<file path="config.mk">
export PLATFORM = sky130hd
export DESIGN_NAME = mcalu
export DESIGN_NICKNAME = d
export VERILOG_FILES = /design/src/rtl/exec_pkg.sv /design/src/rtl/mcalu_div.sv /design/src/rtl/mcalu.sv
export SDC_FILE = /design/constraint.sdc
export NUM_CORES = 2
export LEC_CHECK = 0
export CAP_MARGIN = 5
export CORE_UTILIZATION = 30
export CTS_CLUSTER_DIAMETER = 60
export CTS_CLUSTER_SIZE = 14
export DETAILED_ROUTE_END_ITERATION = 7
export PLACE_DENSITY = 0.46
export REMOVE_ABC_BUFFERS = 1
export SLEW_MARGIN = 10
export SYNTH_ARGS = -nofsm -noshare
export SYNTH_HDL_FRONTEND = slang
export SYNTH_HIERARCHICAL = 1
export SYNTH_SLANG_ARGS = --single-unit
</file>
<file path="constraint.sdc">
create_clock -name clk -period 9.3 [get_ports clk]
set_clock_uncertainty 0.15 [all_clocks]
set_input_delay 1.395 -clock clk [delete_from_list [all_inputs] [get_ports clk]]
set_output_delay 1.395 -clock clk [all_outputs]
set_load 0.1 [all_outputs]
</file>
<file path="src/rtl/exec_pkg.sv">
// Shared execute-stage definitions: M-op encodings, FSM states, tag widths and
// the single-cycle compute function used by both scalu and mcalu.
package exec_pkg;

  localparam int ROBID_W = 7;
  localparam int RD_W    = 6;

  typedef enum logic [2:0] {
    MOP_MUL    = 3'd0,
    MOP_MULH   = 3'd1,
    MOP_MULHSU = 3'd2,
    MOP_MULHU  = 3'd3,
    MOP_DIV    = 3'd4,
    MOP_DIVU   = 3'd5,
    MOP_REM    = 3'd6,
    MOP_REMU   = 3'd7
  } mop_e;

  typedef enum logic [2:0] {
    ST_IDLE = 3'd0,
    ST_MUL  = 3'd1,
    ST_DIV  = 3'd2,
    ST_FIX  = 3'd3,
    ST_DONE = 3'd4
  } mcalu_state_e;

  // op[4:3]: 00 arithmetic/logic/shift, 01 compare/pass, 10 pass op1, 11 M-op (not handled here)
  function automatic logic [31:0] sc_compute(input logic [4:0] op, input logic [31:0] a,
                                             input logic [31:0] b);
    logic [31:0] r;
    r = a;
    case (op[4:3])
      2'b00: begin
        case (op[2:0])
          3'd0: r = a + b;
          3'd1: r = a - b;
          3'd2: r = a & b;
          3'd3: r = a | b;
          3'd4: r = a ^ b;
          3'd5: r = a << b[4:0];
          3'd6: r = a >> b[4:0];
          3'd7: r = 32'($signed(a) >>> b[4:0]);
        endcase
      end
      2'b01: begin
        case (op[2:0])
          3'd0:    r = {31'd0, $signed(a) < $signed(b)};
          3'd1:    r = {31'd0, a < b};
          3'd2:    r = b;
          default: r = a;
        endcase
      end
      default: r = a;
    endcase
    return r;
  endfunction

endpackage

</file>
<file path="src/rtl/mcalu_div.sv">
// Restoring radix-2 unsigned divider: one quotient bit per cycle, 32 cycles per divide.
module mcalu_div
  import exec_pkg::*;
(
  input  logic        clk,
  input  logic        rst,
  input  logic        start,
  input  logic        clr,
  input  logic [31:0] dividend,
  input  logic [31:0] divisor,
  output logic        busy,
  output logic        done,
  output logic [31:0] quotient,
  output logic [31:0] remainder
);

  logic [31:0] dvs;
  logic [4:0]  cnt;
  logic [32:0] trial;

  // quotient doubles as the dividend shift register; its MSB feeds the partial remainder
  assign trial = {remainder, quotient[31]} - {1'b0, dvs};
  assign done  = busy && (cnt == 5'd0);

  always_ff @(posedge clk or negedge rst) begin
    if (!rst) begin
      busy      <= 1'b0;
      cnt       <= 5'd0;
      dvs       <= 32'd0;
      quotient  <= 32'd0;
      remainder <= 32'd0;
    end else if (clr) begin
      busy <= 1'b0;
      cnt  <= 5'd0;
    end else if (start) begin
      busy      <= 1'b1;
      cnt       <= 5'd31;
      dvs       <= divisor;
      quotient  <= dividend;
      remainder <= 32'd0;
    end else if (busy) begin
      if (!trial[32]) begin
        remainder <= trial[31:0];
        quotient  <= {quotient[30:0], 1'b1};
      end else begin
        remainder <= {remainder[30:0], quotient[31]};
        quotient  <= {quotient[30:0], 1'b0};
      end
      cnt <= cnt - 5'd1;
      if (cnt == 5'd0) busy <= 1'b0;
    end
  end

endmodule

</file>
<file path="src/rtl/mcalu.sv">
// Multi-cycle ALU execute unit: iterative RV32M mul/div plus single-cycle ops,
// one op in flight, result held on a valid/stall writeback port.
//   state | meaning
//   IDLE  | ready to accept an issue
//   MUL   | multiply latency countdown
//   DIV   | divider iterating
//   FIX   | apply quotient/remainder signs
//   DONE  | result valid, waiting for writeback
module mcalu
  import exec_pkg::*;
#(
  parameter int MUL_LAT = 3
) (
  input  logic               clk,
  input  logic               rst,
  input  logic               exers_mcalu_issue,
  input  logic [4:0]         exers_mcalu_op,
  input  logic [ROBID_W-1:0] exers_robid,
  input  logic [RD_W-1:0]    exers_rd,
  input  logic [31:0]        exers_op1,
  input  logic [31:0]        exers_op2,
  output logic               mcalu_stall,
  output logic               mcalu_wb_valid,
  output logic [ROBID_W-1:0] mcalu_wb_robid,
  output logic [RD_W-1:0]    mcalu_wb_rd,
  output logic [31:0]        mcalu_wb_result,
  input  logic               wb_mcalu_stall,
  input  logic               rob_flush
);

  function automatic logic [31:0] mul_calc(input logic [2:0] mop, input logic [31:0] a,
                                           input logic [31:0] b);
    logic [32:0]        ax, bx;
    logic signed [63:0] p;
    ax = (mop == MOP_MULHU) ? {1'b0, a} : {a[31], a};
    bx = (mop == MOP_MUL || mop == MOP_MULH) ? {b[31], b} : {1'b0, b};
    p  = $signed(ax) * $signed(bx);
    return (mop == MOP_MUL) ? p[31:0] : p[63:32];
  endfunction

  mcalu_state_e state;
  logic [4:0]   cnt;
  logic [2:0]   mop_q;
  logic [31:0]  op1_q, op2_q;
  logic         neg_q, neg_r;

  logic         accept, is_mop, is_div, sgn_div, is_rem, div_by0, div_ovf, div_start;
  logic [31:0]  abs1, abs2, special_res;
  logic         div_busy, div_done;
  logic [31:0]  div_q, div_r;

  assign mcalu_stall    = (state != ST_IDLE);
  assign mcalu_wb_valid = (state == ST_DONE);

  assign accept      = exers_mcalu_issue && !mcalu_stall && !rob_flush;
  assign is_mop      = (exers_mcalu_op[4:3] == 2'b11);
  assign is_div      = is_mop && exers_mcalu_op[2];
  assign sgn_div     = is_div && !exers_mcalu_op[0];
  assign is_rem      = exers_mcalu_op[1];
  assign div_by0     = (exers_op2 == 32'd0);
  assign div_ovf     = sgn_div && (exers_op1 == 32'h8000_0000) && (exers_op2 == 32'hFFFF_FFFF);
  assign abs1        = (sgn_div && exers_op1[31]) ? -exers_op1 : exers_op1;
  assign abs2        = (sgn_div && exers_op2[31]) ? -exers_op2 : exers_op2;
  assign special_res = div_by0 ? (is_rem ? exers_op1 : 32'hFFFF_FFFF)
                               : (is_rem ? 32'd0 : 32'h8000_0000);
  assign div_start   = accept && is_div && !div_by0 && !div_ovf;

  mcalu_div u_div (
    .clk       (clk),
    .rst       (rst),
    .start     (div_start),
    .clr       (rob_flush),
    .dividend  (abs1),
    .divisor   (abs2),
    .busy      (div_busy),
    .done      (div_done),
    .quotient  (div_q),
    .remainder (div_r)
  );

  always_ff @(posedge clk or negedge rst) begin
    if (!rst) begin
      state           <= ST_IDLE;
      cnt             <= 5'd0;
      mop_q           <= 3'd0;
      op1_q           <= 32'd0;
      op2_q           <= 32'd0;
      neg_q           <= 1'b0;
      neg_r           <= 1'b0;
      mcalu_wb_robid  <= '0;
      mcalu_wb_rd     <= '0;
      mcalu_wb_result <= 32'd0;
    end else if (rob_flush) begin
      state <= ST_IDLE;
      cnt   <= 5'd0;
    end else begin
      case (state)
        ST_IDLE: begin
          if (accept) begin
            mcalu_wb_robid <= exers_robid;
            mcalu_wb_rd    <= exers_rd;
            mop_q          <= exers_mcalu_op[2:0];
            op1_q          <= exers_op1;
            op2_q          <= exers_op2;
            neg_q          <= sgn_div && (exers_op1[31] ^ exers_op2[31]);
            neg_r          <= sgn_div && exers_op1[31];
            if (!is_mop) begin
              mcalu_wb_result <= sc_compute(exers_mcalu_op, exers_op1, exers_op2);
              state           <= ST_DONE;
            end else if (!is_div) begin
              if (MUL_LAT == 1) begin
                mcalu_wb_result <= mul_calc(exers_mcalu_op[2:0], exers_op1, exers_op2);
                state           <= ST_DONE;
              end else begin
                cnt   <= 5'(MUL_LAT - 1);
                state <= ST_MUL;
              end
            end else if (div_by0 || div_ovf) begin
              mcalu_wb_result <= special_res;
              state           <= ST_DONE;
            end else begin
              cnt   <= 5'd31;
              state <= ST_DIV;
            end
          end
        end
        ST_MUL: begin
          cnt <= cnt - 5'd1;
          if (cnt == 5'd1) begin
            mcalu_wb_result <= mul_calc(mop_q, op1_q, op2_q);
            state           <= ST_DONE;
          end
        end
        ST_DIV: begin
          if (cnt != 5'd0) cnt <= cnt - 5'd1;
          if (div_done) state <= ST_FIX;
          else if (!div_busy) state <= ST_IDLE;  // divider lost its op; never hang here
        end
        ST_FIX: begin
          mcalu_wb_result <= mop_q[1] ? (neg_r ? -div_r : div_r) : (neg_q ? -div_q : div_q);
          state           <= ST_DONE;
        end
        ST_DONE: begin
          if (!wb_mcalu_stall) state <= ST_IDLE;
        end
        default: state <= ST_IDLE;
      endcase
    end
  end

endmodule
</file>
==> out/results.txt <==
Status: finished, final reports clean
Clk pin slew, worst setup/hold paths: 60 ps
Slew Viols, Final: 0
Final hold violations: 0
Reg area: 5608 um^2
Largest family of logic cells by synthesized area: adder cells
Dpl hpwl: 201,800 um
Top_reg_cell synth: dfrtp_1
Synth Area in Compound Gates: 0.1348
Gp weighted congestion: 0.9614
Top cell type's share of synthesized area: 0.3631
Core area: 205,400 um^2
Fill cells: 21,700
Post-route DRC violation count: 0
First-pass GRT wire length: 372,700 um
Die H: 457.3 um
Reg-to-reg startpoint: op2_q[11]
Syn Inst Count: 7,514
R2R Path End: mcalu_wb_result[27]
CP peak stage delay: 810 ps
Post-synthesis simple-gate area fraction: 0.1589
PortBufs: 133
Critical path launch point: op2_q[11]
Synth cell types: 102
Max-cap violations: 0
Clock sinks: 224
Pin count of the biggest net entering global routing: 127
CP Max Fanout: 17
1st-iter DRT viols: 4,008
Avg Cell Area, Syn: 8.277 um^2
Register-to-Register Path Depth: 28
Cell with the most instances after synthesis: inv_1
Final period util: 0.9562
Adder-cell area share of the yosys netlist: 0.4337
Fmax: 112.4 MHz
CTS tree: done
Critical path data arrival time: 9200 ps
R2R Setup Slk: 410 ps
Ys async rst share: 1.000
Initial Utilization: 0.3028
Mux contribution to synthesized area: 0.03358
Synth cell count leaders: inv_1, nand2_1, fa_1
HP Class: reg -> reg
Critical path's slowest cell: dfrtp_1
CP Capture Type: flip-flop
Yosys top cell by area: fa_1
Share of cells above drive strength 1: 0.05873
Top cells by area, synth: fa_1, dfrtp_1, inv_1
Synth Cell Area: 62,200 um^2
Pre-antenna DRT Iters: 6
Termination of the worst setup path: mcalu_wb_result[27]
Ports: 134
Critical path required time: 9600 ps
Slew at the pin closest to its max-slew limit: 1255 ps
Hold path startpoint: mcalu_wb_robid[0]
Post-layout min period: 8893 ps
Area of the multi-input gates: 49,680 um^2
Gr ovfl total: 0
# H-tree levels: 2
CP Class: reg -> reg
Max-slew headroom: 0.1565
Bufs on Longest Clock Path: 3
Final setup viols: 0
Vias in the first global route: 55,490
Die width: 457.3 um
Row count: 166
CTS buffer count: 36
DR WL/cell: 24.33 um
Startpoint Class: flip-flop
Post-route antenna net violation count: 0
GRT Overall Usage: 0.2371
Unrepaired setup endpoints after global routing: no
Critical path's most frequent cell: fa_1
EDFF count, synth: 0
Yosys warns: 6
Die area: 209,100 um^2
XOR/XNOR Fraction of Synth Area: 0.03603
P&R area growth vs syn: 10.09%
Sequential fraction of the synthesis area: 0.09012
Clock latency on the worst-skew pair: 610 ps
Via density per instance: 5.209
Total wire length: 246,900 um
Vias: 52,870
# hold bufs at CTS: 0
Seq cells post-synth: 224
Final nets: 8,997
Final setup TNS: 0 ps
CTS Root Cell: clkbuf_16
Initial antenna violation count: 12
worst max-delay path, delay by kind of cell (launching register included):
family | cells | cell delay, ps
buffers and inverters | 7 | 700
and+or+nand+nor | 4 | 670
AOI/OAI and AO/OA | 7 | 1460
DFF | 1 | 810
adders and majority gates | 9 | 4540
muxes | 1 | 380
cells by family after synthesis:
group | count (synthesis)
simple gates | 2215
buf+inv | 1856
fa+ha+maj | 1479
compound gates | 1315
xor+xnor | 255
flops | 224
mux | 170
flip-flops by register name, indices dropped and copies added (netlist names), 6 cells and up:
register and cells:
u_div/dvs 32, op1_q 32, mcalu_wb_robid 7, mcalu_wb_rd 6, u_div/quotient 32, mcalu_wb_result 32
op2_q 32, u_div/remainder 32
final cells by class:
cell class | count | area share
well taps | 2688 | 0.04912
clock buffers | 42 | 0.01438
inverters | 1368 | 0.07500
flip-flops and latches | 224 | 0.08190
clock inverters | 23 | 0.004294
repair buffers | 367 | 0.04952
multi-input cells | 5434 | 0.7256
diodes | 4 | 0.0001462
repair_timing:
item	CTS	global route
endpoints found under the setup margin	0	2
resized for setup	0	3
setup buffers	0	0
hold endpoints to repair	0	0
per-layer routing:
metal	wire length (um)	up-vias	global-route usage
met2	115600	1625	0.3897
li1	-	23540	-
met4	9946	4	0.08392
met3	13240	341	0.02775
met5	22	-	0
met1	108100	27360	0.3204
worst min path at each step:
stage	to	depth (start not counted)
finish	mcalu_wb_robid[0]	2
global route	mcalu_wb_rd[0]	2
CTS	mcalu_wb_robid[0]	2
detailed placement	mcalu_wb_rd[0]	2
global placement	mcalu_wb_robid[1]	2
floorplan	u_div/dvs[0]	1
metrics by stage:
step / setup WS [ps] / cell area [um^2] / utilization / hold WS, ps / std cells
after floorplan: -1782 / 60310 / - / 335.0 / 7026
after global placement: 464.7 / 67160 / 0.3270 / 307.7 / 10080
after detailed placement: 356.4 / 67170 / 0.3270 / 313.5 / 10080
after CTS: 349.9 / 68450 / 0.3332 / 329.7 / 10150
after global routing: 11.04 / 68460 / 0.3333 / 370.9 / 10150
final: 407.0 / 68470 / 0.3333 / 326.3 / 10150
layout by cell type (no fill, tap or decap), types with 13 or more instances in the layout:
| cell | n |
|---|---|
| inv_1 | 1359 |
| nand2_1 | 1250 |
| fa_1 | 1126 |
| o21ai_0 | 401 |
| ha_1 | 351 |
| nor2_1 | 323 |
| a21oi_1 | 313 |
| and2_1 | 287 |
| dfrtp_1 | 222 |
| buf_4 | 209 |
| xnor2_1 | 186 |
| clkdlybuf4s50_1 | 126 |
| mux2i_1 | 122 |
| a21o_1 | 72 |
| xor2_1 | 68 |
| nor3_1 | 65 |
| a31oi_1 | 60 |
| a211oi_1 | 57 |
| nand3_1 | 55 |
| o31ai_1 | 47 |
| o211ai_1 | 39 |
| o22ai_1 | 38 |
| clkbuf_16 | 37 |
| nor4_1 | 33 |
| nand4_1 | 29 |
| mux4_2 | 29 |
| nor2b_1 | 27 |
| nand2b_1 | 27 |
| a221oi_1 | 26 |
| buf_12 | 26 |
| o21bai_1 | 24 |
| o41ai_1 | 22 |
| o21a_1 | 22 |
| or2_2 | 20 |
| mux2_2 | 19 |
| and3_1 | 17 |
| or3_1 | 16 |
| or4_1 | 16 |
| a211o_1 | 16 |
| o2111ai_1 | 13 |
Power is left out: the tool's default activity adds up to more than one toggle a clock period on the data nets, which glitch-free logic cannot reach.
